==> config.mk <==
export PLATFORM = sky130hd
export DESIGN_NAME = mem_access_unit
export DESIGN_NICKNAME = d
export VERILOG_FILES = /design/src/rtl/mem_access_unit.sv
export SDC_FILE = /design/constraint.sdc
export NUM_CORES = 1
export LEC_CHECK = 0
export CORE_MARGIN = 2
export CORE_UTILIZATION = 40
export DETAILED_ROUTE_END_ITERATION = 8
export GPL_TIMING_DRIVEN = 0
export HOLD_SLACK_MARGIN = 0.02
export MAX_ROUTING_LAYER = met4
export PLACE_DENSITY = 0.73
export SYNTH_ARGS = -nofsm -noshare
export SYNTH_HDL_FRONTEND = slang
export SYNTH_SLANG_ARGS = --single-unit
==> constraint.sdc <==
create_clock -name clk -period 6.45 [get_ports clk]
set_clock_uncertainty 0.05 [all_clocks]
set_input_delay 0.9675 -clock clk [delete_from_list [all_inputs] [get_ports clk]]
set_output_delay 0.9675 -clock clk [all_outputs]
set_load 0.01 [all_outputs]
==> src/rtl/mem_access_unit.sv <==
// rtl/mem_access_unit.sv - MEM-stage load/store sequencer with read-modify-write for sub-word stores
//
// Purpose: accepts one decoded load/store per transaction, checks alignment and
// range, drives the word-wide data memory and returns extended load data.
// SB/SH become a read in IDLE followed by a whole-word write in MERGE.
//
// Ports:
//   clk, rst              clock, asynchronous active-high reset
//   req_valid/op/addr/wdata  request from the pipeline
//   busy                  stall while the MERGE write is pending
//   done, addr_err        completion / error pulses (registered)
//   ld_data               extended load result, held until the next load
//   dm_ena/wena/w_cs/r_cs/addr/wdata  data-memory strobes (combinational)
//   dm_rdata              data-memory combinational read data

module mem_access_unit #(
    parameter logic [31:0] BASE_ADDR = 32'h10010000,
    parameter int          DEPTH     = 1024
) (
    input  logic        clk,
    input  logic        rst,
    input  logic        req_valid,
    input  logic [2:0]  req_op,
    input  logic [31:0] req_addr,
    input  logic [31:0] req_wdata,
    output logic        busy,
    output logic        done,
    output logic [31:0] ld_data,
    output logic        addr_err,
    output logic        dm_ena,
    output logic        dm_wena,
    output logic        dm_w_cs,
    output logic        dm_r_cs,
    output logic [31:0] dm_addr,
    output logic [31:0] dm_wdata,
    input  logic [31:0] dm_rdata
);

    localparam logic [2:0] OP_LW  = 3'd0;
    localparam logic [2:0] OP_LB  = 3'd1;
    localparam logic [2:0] OP_LBU = 3'd2;
    localparam logic [2:0] OP_LH  = 3'd3;
    localparam logic [2:0] OP_LHU = 3'd4;
    localparam logic [2:0] OP_SW  = 3'd5;
    localparam logic [2:0] OP_SB  = 3'd6;
    localparam logic [2:0] OP_SH  = 3'd7;

    // One past the last valid byte; 33 bits so a top-of-space window cannot wrap.
    localparam logic [32:0] END_ADDR = {1'b0, BASE_ADDR} + 33'(4 * DEPTH);

    typedef enum logic {IDLE, MERGE} state_t;

    state_t      state_q;
    logic        done_q;
    logic        addr_err_q;
    logic [31:0] ld_data_q;
    logic [31:0] merge_q;
    logic [31:0] addr_q;

    logic        accept;
    logic        is_load;
    logic        is_sw;
    logic        misalign;
    logic        out_of_range;
    logic        err;
    logic [31:0] word_addr;
    logic [7:0]  byte_sel;
    logic [15:0] half_sel;
    logic [31:0] ld_data_d;
    logic [31:0] lane_mask;
    logic [31:0] lane_data;
    logic [31:0] merge_d;

    assign accept    = (state_q == IDLE) && req_valid;
    assign is_load   = (req_op <= OP_LHU);
    assign is_sw     = (req_op == OP_SW);
    assign word_addr = {req_addr[31:2], 2'b00};

    always_comb begin
        misalign = 1'b0;
        case (req_op)
            OP_LW, OP_SW:         misalign = (req_addr[1:0] != 2'b00);
            OP_LH, OP_LHU, OP_SH: misalign = req_addr[0];
            default:              misalign = 1'b0;
        endcase
        out_of_range = (req_addr < BASE_ADDR) || ({1'b0, req_addr} >= END_ADDR);
        err          = misalign || out_of_range;
    end

    // Load lane selection and extension.
    always_comb begin
        byte_sel  = 8'(dm_rdata >> {req_addr[1:0], 3'b000});
        half_sel  = req_addr[1] ? dm_rdata[31:16] : dm_rdata[15:0];
        ld_data_d = dm_rdata;
        case (req_op)
            OP_LB:   ld_data_d = {{24{byte_sel[7]}}, byte_sel};
            OP_LBU:  ld_data_d = {24'h0, byte_sel};
            OP_LH:   ld_data_d = {{16{half_sel[15]}}, half_sel};
            OP_LHU:  ld_data_d = {16'h0, half_sel};
            default: ld_data_d = dm_rdata;
        endcase
    end

    // Merge the store lane into the word read in IDLE; the result is written in MERGE.
    always_comb begin
        if (req_op == OP_SH) begin
            lane_mask = 32'h0000FFFF << {req_addr[1], 4'b0000};
            lane_data = {16'h0, req_wdata[15:0]} << {req_addr[1], 4'b0000};
        end else begin
            lane_mask = 32'h000000FF << {req_addr[1:0], 3'b000};
            lane_data = {24'h0, req_wdata[7:0]} << {req_addr[1:0], 3'b000};
        end
        merge_d = (dm_rdata & ~lane_mask) | (lane_data & lane_mask);
    end

    // Data-memory strobes; all zero unless an access happens this cycle.
    always_comb begin
        dm_ena   = 1'b0;
        dm_wena  = 1'b0;
        dm_w_cs  = 1'b0;
        dm_r_cs  = 1'b0;
        dm_addr  = 32'h0;
        dm_wdata = 32'h0;
        if (state_q == MERGE) begin
            dm_ena   = 1'b1;
            dm_wena  = 1'b1;
            dm_w_cs  = 1'b1;
            dm_addr  = addr_q;
            dm_wdata = merge_q;
        end else if (accept && !err) begin
            dm_ena  = 1'b1;
            dm_addr = word_addr;
            if (is_sw) begin
                dm_wena  = 1'b1;
                dm_w_cs  = 1'b1;
                dm_wdata = req_wdata;
            end else begin
                dm_r_cs = 1'b1;
            end
        end
    end

    always_ff @(posedge clk or posedge rst) begin
        if (rst) begin
            state_q    <= IDLE;
            done_q     <= 1'b0;
            addr_err_q <= 1'b0;
            ld_data_q  <= 32'h0;
            merge_q    <= 32'h0;
            addr_q     <= 32'h0;
        end else begin
            done_q     <= 1'b0;
            addr_err_q <= 1'b0;
            case (state_q)
                IDLE: begin
                    if (accept) begin
                        if (err) begin
                            done_q     <= 1'b1;
                            addr_err_q <= 1'b1;
                        end else if (is_load) begin
                            ld_data_q <= ld_data_d;
                            done_q    <= 1'b1;
                        end else if (is_sw) begin
                            done_q <= 1'b1;
                        end else begin
                            merge_q <= merge_d;
                            addr_q  <= word_addr;
                            state_q <= MERGE;
                        end
                    end
                end
                MERGE: begin
                    state_q <= IDLE;
                    done_q  <= 1'b1;
                end
                default: state_q <= IDLE;
            endcase
        end
    end

    assign busy     = (state_q == MERGE);
    assign done     = done_q;
    assign addr_err = addr_err_q;
    assign ld_data  = ld_data_q;

endmodule
# [Yosys cells after proc, flatten, opt, wreduce, memory -nomap -nowiden]
# Index checks and enable logic that the tools add are counted.
[op_classes] add_sub_neg=0 multipliers=0 n_div=0 n_lt_le_gt_ge=3 eq_ne=6 shifts=5 muxes=29 n_bitwise=8 reduce_logical=11
[ops] cell="32-bit two-way mux" count=7
[ops] cell="32-bit one-hot mux with 4 select lines" count=1
[ops] cell="32-bit AND" count=2
[ops] cell="32-bit by 29-bit greater-or-equal comparator with 1-bit output (second input constant)" count=1
[ops] cell="32-bit by 29-bit less-than comparator with 1-bit output (second input constant)" count=1
[ops] cell="32-bit inverter" count=1
[ops] cell="32-bit bitwise OR" count=1
[ops] cell="16-bit by 5-bit left shift with 32-bit output" count=1
[ops] cell="16-bit by 5-bit left shift with 32-bit output (first input constant)" count=1
[ops] cell="8-bit by 5-bit left shift with 32-bit output" count=1
[ops] cell="8-bit by 5-bit left shift with 32-bit output (first input constant)" count=1
[ops] cell="32-bit by 5-bit right shift with 8-bit output" count=1
[ops] cell="1-bit two-way mux" count=17
[ops] cell="16-bit two-way mux" count=1
[ops] cell="3-bit == test (second input constant)" count=3
[ops] cell="3-bit by 2-bit == test with 1-bit output (second input constant)" count=2
[ops] cell="1-bit one-hot mux with 2 select lines" count=3
[ops] cell="5-bit AND reduction" count=1
[ops] cell="1-bit inverter" count=4
[ops] cell="4-bit AND reduction" count=1
[ops] cell="3-bit by 1-bit == test with 1-bit output (second input constant)" count=1
[ops] cell="3-bit <= comparator (second input constant)" count=1
[ops] cell="3-bit zero test" count=1
[ops] cell="3-bit OR reduction" count=1
[ops] cell="5 further kinds" count=7
[word_totals] register_bits=97 latchBits=0 ramBits=0 mem_bits_ro=0 n_memories=0

# [Longest topological paths before layout]
# Gate-level depths: netlist of the first run.
[logic_depth] depth_word=8 mapped_depth=8 ltp_nobuf=5

# [Least setup slack after synthesis of the first run]
# OpenSTA, ideal clock, no wires.
[synth_timing] kind="in2out" startpoint="input port req_addr[13]" endpoint="output port dm_wdata[10]" arrival_ps=2460 required_time_ps=5432 setup_slack_ps=2973 cell_stages=6 cell_sequence="nor4_2 -> o311ai_4 -> nor4_4 -> buf_2 -> nand2_1 -> o21ai_0"
[synth_via] elab_chain_len=7
[synth_rtl] item="from (decl)" line="24" source="input logic [31:0] req_addr,"
[synth_rtl] item="32-bit by 29-bit less-than comparator with 1-bit output or 32-bit by 29-bit greater-or-equal comparator with 1-bit output (tied branches)" line="86" source="out_of_range = (req_addr < BASE_ADDR) || ({1'b0, req_addr} >= END_ADDR);"
[synth_rtl] item="1-bit logical OR (*)" line="86"
[synth_rtl] item="1-bit logical OR (*)" line="87" source="err = misalign || out_of_range;"
[synth_rtl] item="1-bit zero test (*)" line="130" source="end else if (accept && !err) begin"
[synth_rtl] item="1-bit logical AND (*)" line="130"
[synth_rtl] item="32-bit two-way mux (*)" line="130"
[synth_rtl] item="32-bit two-way mux (*)" line="124" source="if (state_q == MERGE) begin"
[synth_rtl] item="to (decl)" line="35" source="output logic [31:0] dm_wdata,"
# Every way passes the cells marked *; elsewhere a longest branch is shown, timed or not.

# [Final worst setup path of the first run]
[layout_timing] startpoint="input port req_addr[30]" endpoint="output port dm_wdata[13]"
# Same word-level chain as after synthesis.

==> results of run 1 <==
worst paths after layout:
path	slack (ps)	start	cells after the start	to
setup reg to reg	4120	busy	6	ld_data[1]
hold reg to reg	430	addr_q[28]	1	addr_q[28]
hold / removal	430	addr_q[28]	1	addr_q[28]
min in group asynchronous	950	rst	2	addr_q[22]
setup / recovery	1540	req_addr[30]	8	dm_wdata[13]
max in group asynchronous	4710	rst	3	merge_q[17]
per-stage QoR:
| step | hold slack [ps] | util |
|---|---|---|
| 3_5_place_dp | 409.9 | 0.5733 |
| 2_1_floorplan | 390.4 | - |
| 3_3_place_gp | 406.5 | 0.5712 |
| 4_1_cts | 434.7 | 0.5950 |
| 5_1_grt | 451.2 | 0.5950 |
| 6_report | 434.9 | 0.5950 |
cell usage in the layout (no fill, tap or decap), types with 3 or more instances in the layout:
cell type / synthesis / layout
sky130_fd_sc_hd__clkdlybuf4s50_1: 0 / 201
sky130_fd_sc_hd__dfrtp_1: 97 / 97
sky130_fd_sc_hd__nand2_1: 93 / 93
sky130_fd_sc_hd__nor2_1: 46 / 46
sky130_fd_sc_hd__o21ai_0: 45 / 45
sky130_fd_sc_hd__mux2_2: 43 / 43
sky130_fd_sc_hd__a21oi_1: 28 / 28
sky130_fd_sc_hd__nor2b_1: 23 / 23
sky130_fd_sc_hd__and2_1: 20 / 20
sky130_fd_sc_hd__buf_2: 19 / 19
sky130_fd_sc_hd__clkbuf_1: 19 / 19
sky130_fd_sc_hd__inv_1: 20 / 19
sky130_fd_sc_hd__mux2i_1: 18 / 18
sky130_fd_sc_hd__a21o_1: 18 / 18
sky130_fd_sc_hd__o22ai_1: 15 / 15
sky130_fd_sc_hd__a32oi_1: 14 / 14
sky130_fd_sc_hd__a22o_1: 10 / 10
sky130_fd_sc_hd__a22oi_1: 9 / 9
sky130_fd_sc_hd__nor3_1: 9 / 9
sky130_fd_sc_hd__clkbuf_16: 0 / 9
sky130_fd_sc_hd__buf_4: 8 / 8
sky130_fd_sc_hd__a31oi_1: 8 / 8
sky130_fd_sc_hd__o21ai_1: 7 / 7
sky130_fd_sc_hd__nand2b_1: 6 / 6
sky130_fd_sc_hd__buf_6: 4 / 4
sky130_fd_sc_hd__or2_2: 4 / 4
sky130_fd_sc_hd__buf_1: 4 / 4
sky130_fd_sc_hd__a21oi_2: 4 / 4
sky130_fd_sc_hd__nand3_1: 3 / 3
sky130_fd_sc_hd__nor2_2: 3 / 3
cell type report:
type	count	area (um2)
timing repair buffer	202	2039
sequential	97	2427
tap	180	225.2
inverter	20	77.57
multi-input combinational	461	2933
fill	1248	5644
clock inverter	7	76.32
buffer	54	286.5
clock buffer	9	225.2
cells by family after synthesis:
| kind of cell | count (synthesis) |
|---|---|
| and+or+nand+nor | 226 |
| xor gates and xnor gates | 2 |
| AOI/OAI and AO/OA | 170 |
| muxes | 61 |
| DFF | 97 |
| other | 1 |
| buffers and inverters | 74 |
flip-flops by register name (all words and copies together) (netlist names):
signal	cells
addr_err	1
addr_q	30
ld_data	32
done	1
busy	1
merge_q	32
layer usage:
metal / global-route usage / share of wire / vias to the layer above
li1: - / - / 2646
met1: 0.3801 / 0.45 / 2793
met2: 0.4028 / 0.47 / 238
met3: 0.04428 / 0.063 / 22
met4: 0.06108 / 0.015 / 0
met5: - / 0 / -
power breakdown:
| part | total (mW) | switching [mW] | internal (mW) | leakage, nW |
|---|---|---|---|---|
| sequential | 0.608 | 0.000155 | 0.608 | 1.35 |
| combinational | 0.212 | 0.114 | 0.0981 | 2.18 |
| clock | 0.554 | 0.250 | 0.304 | 0.142 |
| total | 1.37 | 0.364 | 1.01 | 3.67 |
==> reports/metrics.sh, run 1 <==
ANTENNA_FOUND_INITIAL=0
GRT_MAX_DEGREE=61
FP-ROW-COUNT=43
FINAL_HOLD_FAILS=0
WORST_EP_ARRIVAL_TIME_PS=3890
SYNTH-EDFF-COUNT=0
POWER.IR.VDD_WORST_uV=168.7
SEQ_AREA_FRAC_SYNTH=0.4245
SYNTH_TOP_FAMILY_BY_AREA='simple AND/OR/NAND/NOR gates'
MAXSLEWVIOLCOUNT=0
HPWL_UM=15370
TIMING_WORST_SETUP_PATH_TYPE='in2out'
CRITICAL-PATH-MAX-STAGE-DELAY_PS=600
DESIGN.DIE.AREA_UM2=15270
AVGROUTEDWIREPERCELL_UM=19.41
SYNTH_TOP_CELLS_BY_COUNT='sky130_fd_sc_hd__dfrtp_1 (97), sky130_fd_sc_hd__nand2_1 (93), sky130_fd_sc_hd__nor2_1 (46)'
CRIT_PATH_TOP_DELAY_CELL='sky130_fd_sc_hd__clkdlybuf4s50_1'
DPL-INSTANCE-AREA_UM2=7989
COUNT_OF_NETS_AFTER_FINISHING=947
FIN_WS_PS=1541
TIGHTEST_SLEW_PS=899.6
TIMING.FINAL.SETUP_VIOLATIONS=0
CLKTRANSATPATHREGS_PS=70
BUFFER_PORTS.INSERTED=201
TIMING.FINAL.CRIT_SHARE=0.7611
CTS_MAX_LEVEL=3
DPL_WORST_SLACK_PS=1583
REQUIRED_PS=5430
SYNTHESIS.INSTANCES=631
TIMING.FINAL.CRIT_PERIOD_PS=4909
TRITONCTS.NUM_BUFFERS=9
YS_SEQ_ELEMENTS=97
CLKLATENCYLATEPIN_PS=340
SLEW_HEADROOM=0.3987
INITIAL_CORE_UTIL=0.4103
GRT_REMAINING_OVERFLOW=0
GRT_FIRST_PASS_WIRELENGTH_UM=30330
ENDPOINT_KIND='output port'
DIEWIDTH_UM=123.6
FLOW.AREA_GROWTH_FROM_SYNTHESIS_PCT=44.99
POST_CTS.RESIZED_INSTANCES=0
DETAIL_ROUTE.DRC_VIOLATIONS=0
CRIT_BUF_INV=3
SYNTH.YOSYS.WARNINGS=0
COMPOUND_GATE_FRACTION_OF_SYNTH_AREA=0.1956
SYNTHESIS.AREA_PER_INSTANCE_UM2=9.062
DETAIL_ROUTE.ITER0.VIOLATIONS=498
CLOCKROOTBUFFER='sky130_fd_sc_hd__clkbuf_16'
DIODES=0
SYNTHARSTFLOPSHARE=1.000
DRIVE_GT1_FRAC=0.1329
CLOCK_SINKS=97
DIEHEIGHT_UM=123.6
DOMINANTREGCELLSYNTH='sky130_fd_sc_hd__dfrtp_1'
YOSYS.AREA_SHARE.ADDER=0
GP_CONGESTION=0.9086
FLOORPLAN.IO_PINS=205
FIRST_PASS_ITERS=5
NETLIST_TOP_CELLS_AREA='sky130_fd_sc_hd__dfrtp_1 (42%), sky130_fd_sc_hd__mux2_2 (8.5%), sky130_fd_sc_hd__nand2_1 (6.1%)'
TRITONCTS='done'
OUTCOME='finished, final reports clean'
AVG_VIAS_PER_CELL=5.533
LEAKAGE_POWER_OF_THE_DESIGN_nW=3.671
FINALNONFILLERCELLS=1030
POST_SYNTH_MUX_AREA_SHARE=0.1162
ROUTE.ANTENNA.REMAINING_NETS=0
CLK_PATH_BUF_DEPTH=2
POST-CTS-SETUP-BUFFER-COUNT=0
TOP_FANOUT_VALUE_ON_THE_CRITICAL_PATH=10
CTS_HOLD_BUF=0
SYNTH-XOR-AREA-SHARE=0.003063
CRIT_PATH_START_KIND='primary input'
CRIT_CHAIN='clkdlybuf4s50_1 -> nor4b_1 -> nand3_1 -> nor4_4 -> buf_2 -> nand2_1 -> o21ai_0 -> clkdlybuf4s50_1'
GRT_UTIL_ALL_LAYERS=0.2677
YOSYS.AREA_SHARE.SIMPLE=0.1967
MAX_FREQ_MHz=203.7
MOST_FREQUENTLY_USED_CELL_TYPE_IN_THE_POST_SYNTHESIS_NETLIST='sky130_fd_sc_hd__dfrtp_1'
FINAL_DESIGN_AREA_NO_FILL_UM2=8290
FIRST_GLOBAL_VIAS=5456
WORST_PATH_DOMINANT_CELL_FAMILY='buffers and inverters'
TNS_PS=0
DETAIL_ROUTE.WIRELENGTH_UM=19990
POWER_DENSITY_nW_PER_UM2=165.8
SYNTH_AREA_UM2=5718
YOSYS.AREA.TOP_TYPE='sky130_fd_sc_hd__dfrtp_1'
MAX_CAP_VIOL_COUNT=0
HP-CLASS='reg2reg'
RSZ0062_AT_GRT='false'
CP_MOST_FREQUENT_CELL='sky130_fd_sc_hd__clkdlybuf4s50_1'
SYNTH.TOP_CELL.AREA_SHARE=0.4245
PLACE.DETAILED.INSTANCES=1014
SYNTH.LIB_CELLS_USED.DISTINCT=53
VIA_COUNT=5699
FP.COREAREA_UM2=13930
DESIGN_POWER_TOTAL_mW=1.374
Note: power is estimated with default switching activity, not from simulation.
==> run 2: changes to the inputs <==
==> constraint.sdc (replaced) <==
create_clock -name clk -period 4.6 [get_ports clk]
set_clock_uncertainty 0.05 [all_clocks]
set_input_delay 0.69 -clock clk [delete_from_list [all_inputs] [get_ports clk]]
set_output_delay 0.69 -clock clk [all_outputs]
set_load 0.01 [all_outputs]
==> results of run 2 <==
The final DEF is identical to that of run 1. Status: finished, final reports clean.
Among the figures that moved: setup slack after placement 1583 ps -> 287.9 ps; setup slack after layout 1541 ps -> 245.7 ps; register-to-register setup slack 4120 ps -> 2270 ps; total power 1.374 mW -> 1.927 mW; worst IR drop on VDD 168.7 uV -> 236.5 uV
==> run 3: changes to the inputs <==
--- a/config.mk
+++ b/config.mk
@@ -5,13 +5,16 @@
 export SDC_FILE = /design/constraint.sdc
 export NUM_CORES = 1
 export LEC_CHECK = 0
+export CELL_PAD_IN_SITES_DETAIL_PLACEMENT = 2
+export CELL_PAD_IN_SITES_GLOBAL_PLACEMENT = 2
 export CORE_MARGIN = 2
-export CORE_UTILIZATION = 40
+export CORE_UTILIZATION = 26
 export DETAILED_ROUTE_END_ITERATION = 8
 export GPL_TIMING_DRIVEN = 0
 export HOLD_SLACK_MARGIN = 0.02
 export MAX_ROUTING_LAYER = met4
-export PLACE_DENSITY = 0.73
+export PLACE_DENSITY_LB_ADDON = 0.1
 export SYNTH_ARGS = -nofsm -noshare
 export SYNTH_HDL_FRONTEND = slang
 export SYNTH_SLANG_ARGS = --single-unit
+export TNS_END_PERCENT = 1
==> run 3 against run 2 <==
Net effect: non-clock buffer count rose by 1; register-to-register slack got worse by 90 ps; largest power group unchanged; critical path type unchanged; critical path depth fell by 1; maximum frequency rose by 1.7%; total power barely moved.
==> reports/metrics.sh, run 3 (synthesized netlist as in run 1, its figures left out) <==
FLOW.AREA_GROWTH_FROM_SYNTHESIS_PCT=47.07
DPL-INSTANCE-AREA_UM2=8114  # +1.6%
GRT_MAX_DEGREE=63  # +3.3%
FP.COREAREA_UM2=21690  # +56%
FIRST_PASS_ITERS=5  # unchanged
CLKTRANSATPATHREGS_PS=80  # about the same
FIN_UTIL=0.3877  # -0.2072
MAXSLEWVIOLCOUNT=0  # unchanged
SETUP.REG_TO_REG.WORST_SLACK_PS=2180
NUM-FILL-CELLS=2416  # +94%
DETAIL_ROUTE.ITER0.VIOLATIONS=261  # -48%
AVG_VIAS_PER_CELL=5.030  # -9.1%
VIA_COUNT=5689  # -0.18%
CRIT_BUF_INV=3  # unchanged
CLOCK_SINKS=97  # unchanged
TOP_FANOUT_VALUE_ON_THE_CRITICAL_PATH=10  # unchanged
GRT_REMAINING_OVERFLOW=0  # unchanged
ANTENNA_FOUND_INITIAL=0  # unchanged
TIMING.FINAL.SETUP_VIOLATIONS=0  # unchanged
DRIVE_GT1_FRAC=0.1328  # -0.0001562
TNS_PS=0  # unchanged
SLEW_HEADROOM=0.3776  # -0.02103
CRITICAL-PATH-MAX-STAGE-DELAY_PS=690  # +90 ps
CLK_PATH_BUF_DEPTH=2  # unchanged
CP_MOST_FREQUENT_CELL='sky130_fd_sc_hd__clkdlybuf4s50_1'
TIMING.FINAL.CRIT_PERIOD_PS=4280
MIN_DELAY_WORST_ENDPOINT='addr_q[16]'
DESIGN.DIE.AREA_UM2=23190  # +52%
SEQ_AREA_UM2=2427  # unchanged
BUFFER_PORTS.INSERTED=201  # unchanged
OUTCOME='finished, final reports clean'
CTS_MAX_LEVEL=3  # unchanged
CRITICAL_PATH.REG2REG.ENDPOINT='ld_data[1]'
FLOORPLAN.IO_PINS=205  # unchanged
FP-ROW-COUNT=54  # +26%
RSZ0062_AT_GRT='false'
TIGHTEST_SLEW_PS=931.5  # +31.89 ps
MAX_CAP_VIOL_COUNT=0  # unchanged
TIMING.FINAL.CRIT_SHARE=0.9305
GRT_UTIL_ALL_LAYERS=0.2128  # -0.05497
CRIT_CHAIN='clkdlybuf4s50_1 -> nor4b_1 -> nand3_1 -> a2111oi_2 -> buf_2 -> a22o_1 -> clkdlybuf4s50_1'
TRITONCTS.NUM_BUFFERS=9  # unchanged
DETAIL_ROUTE.DRC_VIOLATIONS=0  # unchanged
ENDPOINT_KIND='output port'
CRIT_PATH_START_KIND='primary input'
FINAL_CELL_MIX='sky130_fd_sc_hd__clkdlybuf4s50_1 (201), sky130_fd_sc_hd__dfrtp_1 (97), sky130_fd_sc_hd__nand2_1 (93)'
INITIAL_CORE_UTIL=0.2636  # -0.1467
AVGROUTEDWIREPERCELL_UM=21.17  # +9.0%
GP_CONGESTION=0.8077  # -11%
ROUTE.ANTENNA.REMAINING_NETS=0  # unchanged
TRITONCTS='done'
DIODES=0  # unchanged
TIMING_WORST_SETUP_PATH_TYPE='in2out'
DESIGN_POWER_TOTAL_mW=1.928
WORST_PATH_DOMINANT_CELL_FAMILY='buffers and inverters'
FIRST_GLOBAL_VIAS=6374  # +17%
GRT_FIRST_PASS_WIRELENGTH_UM=37760  # +25%
DIEWIDTH_UM=152.3  # +23%
MULTIINPUTGATEAREA_UM2=2933  # unchanged
FINAL_DESIGN_AREA_NO_FILL_UM2=8409  # +1.4%
PLACE.DETAILED.INSTANCES=1114  # +9.9%
DIEHEIGHT_UM=152.3  # +23%
HOLD_DEPTH=1  # unchanged
COUNT_OF_NETS_AFTER_FINISHING=948  # +0.11%
CRIT_PATH_TOP_DELAY_CELL='sky130_fd_sc_hd__a2111oi_2'
WORST_EP_ARRIVAL_TIME_PS=3540
CLKLATENCYLATEPIN_PS=360  # +20 ps
MAX_FREQ_MHz=233.6
R2R.WORST_PATH.CELLS=6  # unchanged
CLOCKROOTBUFFER='sky130_fd_sc_hd__clkbuf_16'
MOSTFREQUENTLAYOUTCELL='sky130_fd_sc_hd__clkdlybuf4s50_1'
REQUIRED_PS=3860
HP-CLASS='reg2reg'
FINALNONFILLERCELLS=1131  # +9.8%
DETAIL_ROUTE.WIRELENGTH_UM=23940  # +20%
POWER_DENSITY_nW_PER_UM2=229.3
FINAL_HOLD_FAILS=0  # unchanged
MIN_FROM='addr_q[16]'
HPWL_UM=19090  # +24%
POWER.IR.VDD_WORST_uV=164.9
LEAKAGE_POWER_OF_THE_DESIGN_nW=3.673  # about the same
START_OF_THE_WORST_REGISTER_TO_REGISTER_PATH='busy'
[run 3: cell count changes in the layout (fill, tap and decap cells not counted)]
cell,before,now
sky130_fd_sc_hd__inv_8,0,3
sky130_fd_sc_hd__buf_4,8,9
sky130_fd_sc_hd__bufinv_16,1,0
sky130_fd_sc_hd__clkbuf_1,19,20
sky130_fd_sc_hd__clkinv_2,1,0
sky130_fd_sc_hd__clkinvlp_4,2,1
sky130_fd_sc_hd__inv_6,2,1
[run 3: metal layers]
| layer | track usage | wire length, um | vias to the layer above |
|---|---|---|---|
| met5 | - | 0 | - |
| met4 | 0.05296 | 269 | 0 |
| met3 | 0.03385 | 980 | 16 |
| met2 | 0.3488 | 11680 | 156 |
| met1 | 0.2759 | 11010 | 2883 |
| li1 | - | - | 2634 |
[run 3: final cells by class]
| type | instances | area share |
|---|---|---|
| multi-input cells | 461 | 0.3488 |
| well taps | 280 | 0.04166 |
| repair buffers | 203 | 0.2434 |
| plain buffers | 54 | 0.03407 |
| clock buffers | 10 | 0.02723 |
| inverters | 20 | 0.009225 |
| flip-flops and latches | 97 | 0.2886 |
| clock inverters | 6 | 0.006993 |
[run 3: how the worst max path moves through the flow]
stage            startpoint  cells past startpoint            to  slack, ps
3_3_place_gp            rst                      2    merge_q[3]       -320
2_1_floorplan           rst                      1      addr_err       1330
6_report       req_addr[29]                      7    dm_addr[9]        320
4_1_cts        req_addr[13]                      8  dm_wdata[13]        140
3_5_place_dp   req_addr[13]                      8  dm_wdata[13]        150
5_1_grt        req_addr[29]                      9  dm_wdata[14]         80
[run 3: report_power, final]
| group | switching [mW] | internal [mW] |
|---|---|---|
| Combinational | 0.169 | 0.138 |
| Clock | 0.385 | 0.383 |
| Sequential | 0.000331 | 0.853 |
[run 3: per-stage QoR]
stage / setup WS (ps) / hold WS (ps)
6_report: 319.8 / 425.4
5_1_grt: 83.41 / 461.4
4_1_cts: 142.2 / 429.8
3_5_place_dp: 146.5 / 410.2
3_3_place_gp: -315.9 / 407.7
2_1_floorplan: 1326 / 390.4
[run 3: timing repair]
action | in CTS | in global routing
resized for setup | 0 | 0
hold buffers | 0 | 0
setup endpoints to repair | 0 | 2
buffers inserted | 0 | 1
